## config.mk

```make
export PLATFORM = sky130hd
export DESIGN_NAME = mem_arbiter_flat
export DESIGN_NICKNAME = d
export VERILOG_FILES = /design/src/rtl/mcu32x_pkg.sv /design/src/rtl/mem_arbiter_if.sv /design/src/rtl/mem_arbiter_timer.sv /design/src/rtl/mem_arbiter.sv /design/src/flat_wrapper.sv
export SDC_FILE = /design/constraint.sdc
export NUM_CORES = 1
export LEC_CHECK = 0
export CORE_MARGIN = 8
export CORE_UTILIZATION = 30
export CTS_CLUSTER_DIAMETER = 60
export CTS_CLUSTER_SIZE = 28
export DETAILED_ROUTE_END_ITERATION = 16
export GPL_TIMING_DRIVEN = 0
export PLACE_DENSITY = 0.67
export SYNTH_ARGS = -nofsm -noshare
export SYNTH_HDL_FRONTEND = slang
export SYNTH_SLANG_ARGS = --single-unit
```

## constraint.sdc

```tcl
create_clock -name clk -period 6.2 [get_ports clk]
set_input_delay 1.24 -clock clk [delete_from_list [all_inputs] [get_ports clk]]
set_output_delay 1.24 -clock clk [all_outputs]
set_load 0.03 [all_outputs]
```

## src/rtl/mcu32x_pkg.sv

```systemverilog
// Shared MCU32X definitions: bus widths and the memory arbiter state encoding.
package mcu32x_pkg;

    localparam int ADDR_W = 32;
    localparam int DATA_W = 32;

    typedef enum logic [1:0] {
        IDLE   = 2'd0,
        BUSY_I = 2'd1,
        BUSY_D = 2'd2
    } arb_state_t;

endpackage

```

## src/rtl/mem_arbiter_if.sv

```systemverilog
// Fetch port, data port and shared memory port of the MCU32X memory arbiter.
// The master modport is the arbiter's view; slave is the requesters plus memory.
interface mem_arbiter_if;
    import mcu32x_pkg::*;

    logic              if_req;
    logic              if_gnt;
    logic              if_done;
    logic [ADDR_W-1:0] if_addr;
    logic [DATA_W-1:0] if_rdata;

    logic              d_req;
    logic              d_we;
    logic              d_gnt;
    logic              d_done;
    logic [ADDR_W-1:0] d_addr;
    logic [DATA_W-1:0] d_wdata;
    logic [DATA_W-1:0] d_rdata;

    logic [ADDR_W-1:0] mem_address;
    logic [DATA_W-1:0] mem_write_data;
    logic              mem_read;
    logic              mem_write;
    logic [DATA_W-1:0] mem_read_data;
    logic              mem_ready;

    logic              bus_err;

    modport master (
        input  if_req, if_addr, d_req, d_we, d_addr, d_wdata, mem_read_data, mem_ready,
        output if_gnt, if_done, if_rdata, d_gnt, d_done, d_rdata,
        output mem_address, mem_write_data, mem_read, mem_write, bus_err
    );

    modport slave (
        output if_req, if_addr, d_req, d_we, d_addr, d_wdata, mem_read_data, mem_ready,
        input  if_gnt, if_done, if_rdata, d_gnt, d_done, d_rdata,
        input  mem_address, mem_write_data, mem_read, mem_write, bus_err
    );

endinterface

```

## src/rtl/mem_arbiter_timer.sv

```systemverilog
// arb_timer: 16-bit BUSY watchdog. expired is high in the BUSY cycle whose
// increment brings the count to TIMEOUT, so the abort lands on that same edge.
module arb_timer #(
    parameter int unsigned TIMEOUT = 255
) (
    input  logic clk,
    input  logic reset,
    input  logic clear,
    input  logic enable,
    output logic expired
);
    localparam logic [15:0] LAST = 16'(TIMEOUT - 1);

    logic [15:0] count;

    always_ff @(posedge clk or posedge reset) begin
        // NOTE: state registers use non-blocking assignments so every flop samples pre-edge values.
        if (reset)       count <= '0;
        else if (clear)  count <= '0;
        else if (enable) count <= count + 16'd1;
    end

    assign expired = enable && (count == LAST);

endmodule

```

## src/rtl/mem_arbiter.sv

```systemverilog
// mem_arbiter: shares one memory port between a fetch and a data requester.
// Define MEM_ARB_RR_EN for round-robin tie-breaking; default is data-first priority.
module mem_arbiter
    import mcu32x_pkg::*;
#(
    parameter int unsigned TIMEOUT = 255
) (
    input  logic          clk,
    input  logic          reset,
    mem_arbiter_if.master bus
);
    arb_state_t        state, state_next;
    logic              pick_d, grant_i, grant_d;
    logic              busy, expired, finish;
    logic              we_q;
    logic [ADDR_W-1:0] addr_q;
    logic [DATA_W-1:0] wdata_q, if_rdata_q, d_rdata_q;
    logic              if_done_q, d_done_q, err_q;

`ifdef MEM_ARB_RR_EN
    logic last_d;  // 1: the data port won the most recent grant

    assign pick_d = bus.d_req && !(bus.if_req && last_d);

    always_ff @(posedge clk or posedge reset) begin
        if (reset)                   last_d <= 1'b0;
        else if (grant_i || grant_d) last_d <= grant_d;
    end
`else
    assign pick_d = bus.d_req;
`endif

    assign busy   = (state != IDLE);
    assign finish = busy && (bus.mem_ready || expired);

    always_comb begin
        // NOTE: every always_comb output gets a default first so no path infers a latch.
        state_next = state;
        grant_i    = 1'b0;
        grant_d    = 1'b0;
        case (state)
            IDLE: begin
                if (!reset) begin
                    if (pick_d) begin
                        grant_d    = 1'b1;
                        state_next = BUSY_D;
                    end else if (bus.if_req) begin
                        grant_i    = 1'b1;
                        state_next = BUSY_I;
                    end
                end
            end
            BUSY_I, BUSY_D: if (finish) state_next = IDLE;
            default:        state_next = IDLE;
        endcase
    end

    arb_timer #(.TIMEOUT(TIMEOUT)) u_timer (
        .clk     (clk),
        .reset   (reset),
        .clear   (grant_i || grant_d),
        .enable  (busy && !bus.mem_ready),
        .expired (expired)
    );

    always_ff @(posedge clk or posedge reset) begin
        if (reset) begin
            state      <= IDLE;
            addr_q     <= '0;
            wdata_q    <= '0;
            we_q       <= 1'b0;
            if_rdata_q <= '0;
            d_rdata_q  <= '0;
            if_done_q  <= 1'b0;
            d_done_q   <= 1'b0;
            err_q      <= 1'b0;
        end else begin
            state     <= state_next;
            if_done_q <= 1'b0;
            d_done_q  <= 1'b0;
            err_q     <= 1'b0;
            if (grant_d) begin
                addr_q  <= bus.d_addr;
                wdata_q <= bus.d_wdata;
                we_q    <= bus.d_we;
            end else if (grant_i) begin
                addr_q <= bus.if_addr;
                we_q   <= 1'b0;
            end
            // A timed-out read returns zero; write completions leave d_rdata untouched.
            if (finish) begin
                err_q <= !bus.mem_ready;
                if (state == BUSY_I) begin
                    if_done_q  <= 1'b1;
                    if_rdata_q <= bus.mem_ready ? bus.mem_read_data : '0;
                end else begin
                    d_done_q <= 1'b1;
                    if (!we_q) d_rdata_q <= bus.mem_ready ? bus.mem_read_data : '0;
                end
            end
        end
    end

    assign bus.if_gnt         = grant_i;
    assign bus.d_gnt          = grant_d;
    assign bus.if_done        = if_done_q;
    assign bus.d_done         = d_done_q;
    assign bus.if_rdata       = if_rdata_q;
    assign bus.d_rdata        = d_rdata_q;
    assign bus.bus_err        = err_q;
    assign bus.mem_address    = addr_q;
    assign bus.mem_write_data = wdata_q;
    assign bus.mem_read       = (state == BUSY_I) || ((state == BUSY_D) && !we_q);
    assign bus.mem_write      = (state == BUSY_D) && we_q;

endmodule

```

## src/flat_wrapper.sv

```systemverilog
// flat-port wrapper written by rule: the top's interface ports become plain ports
module mem_arbiter_flat import mcu32x_pkg::*;
#(
    parameter int unsigned TIMEOUT = 255
)
  (clk, reset, bus_if_req, bus_if_addr, bus_d_req, bus_d_we, bus_d_addr, bus_d_wdata, bus_mem_read_data, bus_mem_ready, bus_if_gnt, bus_if_done, bus_if_rdata, bus_d_gnt, bus_d_done, bus_d_rdata, bus_mem_address, bus_mem_write_data, bus_mem_read, bus_mem_write, bus_bus_err);
  mem_arbiter_if bus_i ();
  input  logic clk;
  input  logic reset;
  input wire logic [$bits(bus_i.if_req)-1:0] bus_if_req;
  input wire logic [$bits(bus_i.if_addr)-1:0] bus_if_addr;
  input wire logic [$bits(bus_i.d_req)-1:0] bus_d_req;
  input wire logic [$bits(bus_i.d_we)-1:0] bus_d_we;
  input wire logic [$bits(bus_i.d_addr)-1:0] bus_d_addr;
  input wire logic [$bits(bus_i.d_wdata)-1:0] bus_d_wdata;
  input wire logic [$bits(bus_i.mem_read_data)-1:0] bus_mem_read_data;
  input wire logic [$bits(bus_i.mem_ready)-1:0] bus_mem_ready;
  output wire logic [$bits(bus_i.if_gnt)-1:0] bus_if_gnt;
  output wire logic [$bits(bus_i.if_done)-1:0] bus_if_done;
  output wire logic [$bits(bus_i.if_rdata)-1:0] bus_if_rdata;
  output wire logic [$bits(bus_i.d_gnt)-1:0] bus_d_gnt;
  output wire logic [$bits(bus_i.d_done)-1:0] bus_d_done;
  output wire logic [$bits(bus_i.d_rdata)-1:0] bus_d_rdata;
  output wire logic [$bits(bus_i.mem_address)-1:0] bus_mem_address;
  output wire logic [$bits(bus_i.mem_write_data)-1:0] bus_mem_write_data;
  output wire logic [$bits(bus_i.mem_read)-1:0] bus_mem_read;
  output wire logic [$bits(bus_i.mem_write)-1:0] bus_mem_write;
  output wire logic [$bits(bus_i.bus_err)-1:0] bus_bus_err;
  assign bus_i.if_req = bus_if_req;
  assign bus_i.if_addr = bus_if_addr;
  assign bus_i.d_req = bus_d_req;
  assign bus_i.d_we = bus_d_we;
  assign bus_i.d_addr = bus_d_addr;
  assign bus_i.d_wdata = bus_d_wdata;
  assign bus_i.mem_read_data = bus_mem_read_data;
  assign bus_i.mem_ready = bus_mem_ready;
  assign bus_if_gnt = bus_i.if_gnt;
  assign bus_if_done = bus_i.if_done;
  assign bus_if_rdata = bus_i.if_rdata;
  assign bus_d_gnt = bus_i.d_gnt;
  assign bus_d_done = bus_i.d_done;
  assign bus_d_rdata = bus_i.d_rdata;
  assign bus_mem_address = bus_i.mem_address;
  assign bus_mem_write_data = bus_i.mem_write_data;
  assign bus_mem_read = bus_i.mem_read;
  assign bus_mem_write = bus_i.mem_write;
  assign bus_bus_err = bus_i.bus_err;
  mem_arbiter #(.TIMEOUT(TIMEOUT)) u_core (.clk(clk), .reset(reset), .bus(bus_i));
endmodule
```

Yosys cells after proc, flatten, opt, wreduce, memory -nomap -nowiden:

Index checks and enable logic that the tools add are counted.

* add/sub/neg operators: 1
* equal/unequal tests: 6
* mux-type cells: 24
* bitwise gates (word level): 2
* reductions and logical operators: 18

Operator list (count)
* 2-to-1 mux 32 bit: 3
* 2-to-1 mux 16 bit: 2
* adder 16 x 1 -> 16 bit (second input constant): 1
* == test 16 x 8 -> 1 bit (second input constant): 1
* 2-to-1 mux 1 bit: 14
* 2-to-1 mux 2 bit: 4
* AND reduction 3 bit: 2
* nonzero test 2 bit: 3
* logical AND 1 bit: 5
* one-hot mux 2 bit (2 select lines): 1
* logical OR 1 bit: 3
* inequality test 3 bit (second input constant): 1
* == test 2 x 1 -> 1 bit (second input constant): 1
* == test 2 bit (second input constant): 1
* logical NOT 1 bit: 2
* logical NOT 2 bit: 1
* inequality test 2 x 1 -> 1 bit (second input constant): 1
* inequality test 2 bit (second input constant): 1
* NOT 1 bit: 2
* AND reduction 2 bit: 1
* OR reduction 2 bit: 1

* flip-flop bits (word level): 150
* bits of input ports: 134
* output and inout port bits: 135
* word-level logic and storage cells: 61

Depth between registers and ports, before layout:

* depth after elaboration: 7
* mapped depth: 9
* gate-level depth less buffers: 6

Hierarchy:

A second synthesis with hierarchy kept.

* cell total of the unflattened synthesis: 466
* area, all modules: 6562.5 um^2

Modules (own cells, without submodules)
* mem_arbiter: times used 1, cells each 378, area each 5711.7 um^2, seq. area each 3353.2 um^2
* arb_timer: times used 1, cells each 88, area each 850.8 um^2, seq. area each 400.4 um^2

Worst setup path after synthesis:

No wires, ideal clock.

* kind: input port to output port
* start: in reset
* end: out bus_d_gnt
* arrival: 2.180 ns
* data required time: 4.960 ns
* path slack: 2.780 ns
* cell stages on the path: 5
* buffers on the path: 3
* cell sequence: nor2b_1 > and2_1 > clkbuf_1 > buf_2 > buf_2

* word-level cells in the longest chain between the ends: 2

RTL lines
* start, declared: line flat_wrapper.sv:9 `input logic reset;`
* 2-to-1 mux 1 bit: line mem_arbiter.sv:43 `if (!reset) begin`
* 2-to-1 mux 1 bit: line mem_arbiter.sv:41 `case (state)`
* end, declared: line flat_wrapper.sv:21 `output wire logic [$bits(bus_i.d_gnt)-1:0] bus_d_gnt;`

No other way between the ends.

Worst setup path in the final report:

Ends and elaborated chain as after synthesis.

==> flow_summary.yaml <==
outcome:
  status: "complete, no violations"
clock_tree:
  post-cts-setup-buffers: 0
  h-tree-depth: 4
  cts_resized: 0
  clockBufferDepth: 2
  clk-insertion-delay-late_ns: 0.41
  cts_root_buf: "clkbuf_16"
  ctsHoldBuffers: 0
  cts.reportedPaths.clkPinSlew_ns: 0.07
  cts_tree: "yes"
  cts_sinks: 150
  cts_buffers: 17
layout:
  drive_above_1_share_pct: 10.9
  finalCoreUtilization_pct: 48.6
  multi_input_comb_area_mm2: 0.00217
  final_cell_mix: "268 x clkdlybuf4s50_1, 150 x dfrtp_1, 63 x a22o_1"
  antenna_cells: 0
  synthToLayoutAreaGrowth_pct: 60.0
  nets: 902
  regArea_mm2: 0.00375
  stdcell_area_mm2: 0.00981
  fillers: 1849
  final_common_cell: "clkdlybuf4s50_1"
  fin_cells: 1044
floorplanning:
  die_h_um: 159
  start_util_pct: 30.4
  die_w_um: 159
  pin_count: 269
  core_area_mm2: 0.0202
  die_area_mm2: 0.0253
  fp-row-count: 52
worst_hold_path:
  holdPathStages: 2
  hold_class: "reg -> reg"
setup_path:
  worst_ep_arrival_time_ns: 3.73
  crit_fanout: 10
  max_stage_delay_ns: 0.73
  crit_chain: "clkdlybuf4s50_1 > nor2b_1 > and2_1 > clkbuf_1 > buf_2 > buf_2 > clkdlybuf4s50_1"
  cp-start-kind: "input pin"
  critPathCaptureType: "output port"
  critPathTopFamily: "buffers and inverters"
  worst-path-buf-inv: 5
  slowest_stage: "clkdlybuf4s50_1"
  worstPathRequired_ns: 4.96
  reg2reg_depth: 9
  path_class: "in -> out"
  cp.depth: 7
place:
  post-place-cells: 1014
  dp_slack_ns: 1.14
  io_buffers: 268
  placed_cell_area_mm2: 0.00918
  gp_congestion: 0.770
  hpwl_mm: 14.6
yosys:
  synth-seq-area-share_pct: 61.2
  avgSynthCellArea_um2: 12.9
  synth_area_mm2: 0.00613
  ys_async_sr_fraction_pct: 100
  synth-edff-count: 0
  synth_cells: 475
  ys_ff_latch: 150
  syn_nets: 614
  synth_ff_type: "dfrtp_1"
  yosysWarnings: 0
  synth.distinct_cells: 40
sta:
  setup_viol: 0
  rsz0062_at_grt: "false"
  setup_ws_ns: 1.23
  tns_ns: 0
  hold_viol: 0
  fmaxAchievable_mhz: 201
  finClkSkew_ns: 0.00904
  final.period_utilization_pct: 80.1
  max-slew-margin-rel_pct: 49.7
  slew_violations: 0
  period_needed_ns: 4.97
  hold_ws_ns: 0.477
  tightest_slew_ns: 0.749
detailed_routing:
  ant_nets: 0
  firstDrtPassIters: 4
  post_drt_wl_per_cell_um: 18.5
  drtIter0Drc: 234
  routed_wl_mm: 19.3
  routed_via_density: 4.61
  vias: 4817
  drcViolationCount: 0
power:
  total_power_mw: 5.30
  peakVddDrop_mv: 0.311
  leakagePower_nw: 4.16
  powerDensity_mw_per_mm2: 541
grt:
  grtUsageTotal_pct: 15.2
  grt_pass1_wl_mm: 30.5
  grt_max_degree: 90
  antenna_found_initial: 0
  grt_overflow: 0
  grt_pass1_vias: 5162
job:
  cap_violations: 0
synth_stat cells, types with 2 or more instances:
cell / count / area share [%]
a21o_1: 2 / 0.24
a21oi_1: 2 / 0.16
a22o_1: 63 / 9.0
a22o_2: 2 / 0.33
a32o_1: 2 / 0.33
and2_1: 5 / 0.51
buf_2: 5 / 0.41
buf_6: 6 / 1.1
clkbuf_1: 22 / 1.3
dfrtp_1: 150 / 61
ha_1: 5 / 1.0
inv_1: 8 / 0.49
mux2_2: 33 / 6.1
mux2i_1: 36 / 5.9
nand2_1: 38 / 2.3
nand2b_1: 2 / 0.20
nand3_1: 8 / 0.65
nand4_1: 4 / 0.41
nor2_1: 10 / 0.61
nor2b_1: 2 / 0.20
nor3_1: 6 / 0.49
nor4_1: 2 / 0.20
o21ai_0: 37 / 3.0
or3_1: 3 / 0.31
xnor2_1: 5 / 0.71
xor2_1: 3 / 0.43
area by class of cell:
type | count | share of cell area (%)
Tap cell | 270 | 3.44
Clock buffer | 19 | 4.62
Buffer | 33 | 1.79
Inverter | 8 | 0.357
Multi-Input combinational cell | 284 | 22.1
Timing Repair Buffer | 269 | 27.6
Clock inverter | 11 | 1.77
Sequential cell | 150 | 38.3
final timing paths:
path	from	to	slack [ns]
worst max-delay path	reset	bus_d_gnt	1.23
worst min-delay path	u_core.bus.mem_address[15]	u_core.bus.mem_address[15]	0.48
worst max register to register	u_core.state[0]	u_core.bus.mem_address[29]	3.72
worst min register to register	u_core.bus.mem_address[15]	u_core.bus.mem_address[15]	0.48
max in group asynchronous	reset	u_core.bus.mem_write_data[29]	4.03
min in group asynchronous	reset	u_core.state[0]	1.33
report_power, final:
part / internal, mW / switching (mW)
clock: 0.694 / 0.412
sequential: 1.40 / 0.228
combinational: 1.14 / 1.44
sequential cells by signal, indices dropped and copies added, names as in the netlist:
signal / count
u_core.u_timer.count: 16
u_core.bus.if_rdata: 32
u_core.we_q: 1
u_core.state: 2
u_core.bus.bus_err: 1
u_core.bus.d_done: 1
u_core.bus.mem_address: 32
u_core.bus.mem_write_data: 32
u_core.bus.d_rdata: 32
u_core.bus.if_done: 1
worst register-to-register path, stage by stage (launching register included):
cell	delay (ns)
dfrtp_1	0.40
inv_1	0.11
ha_1	0.16
nor2b_1	0.22
and2_1	0.16
clkbuf_1	0.20
buf_2	0.30
buf_2	0.40
mux2i_1	0.29
o21ai_0	0.10
kinds of logic (layout without fill, tap and decap cells):
logic type / count (synthesis) / after routing / share of synthesized area (%)
flip-flops: 150 / 150 / 61.2
AO/OA/AOI/OAI: 112 / 112 / 13.9
AND/OR/NAND/NOR: 90 / 90 / 7.43
multiplexers: 69 / 69 / 11.9
buffers and inverters: 41 / 340 / 3.35
XOR/XNOR: 8 / 8 / 1.14
adder cells (fa/ha/maj): 5 / 5 / 1.02
metal layers:
metal  track usage (%)  vias to the layer above  share of wire, %
met2              26.2                      115                52
met4              4.46                        0               1.7
met3              4.65                       18               5.3
met1              18.0                     2394                41
met5                 0                        -                 0
li1                  -                     2290                 -
Power figures use the tool's default switching activity.
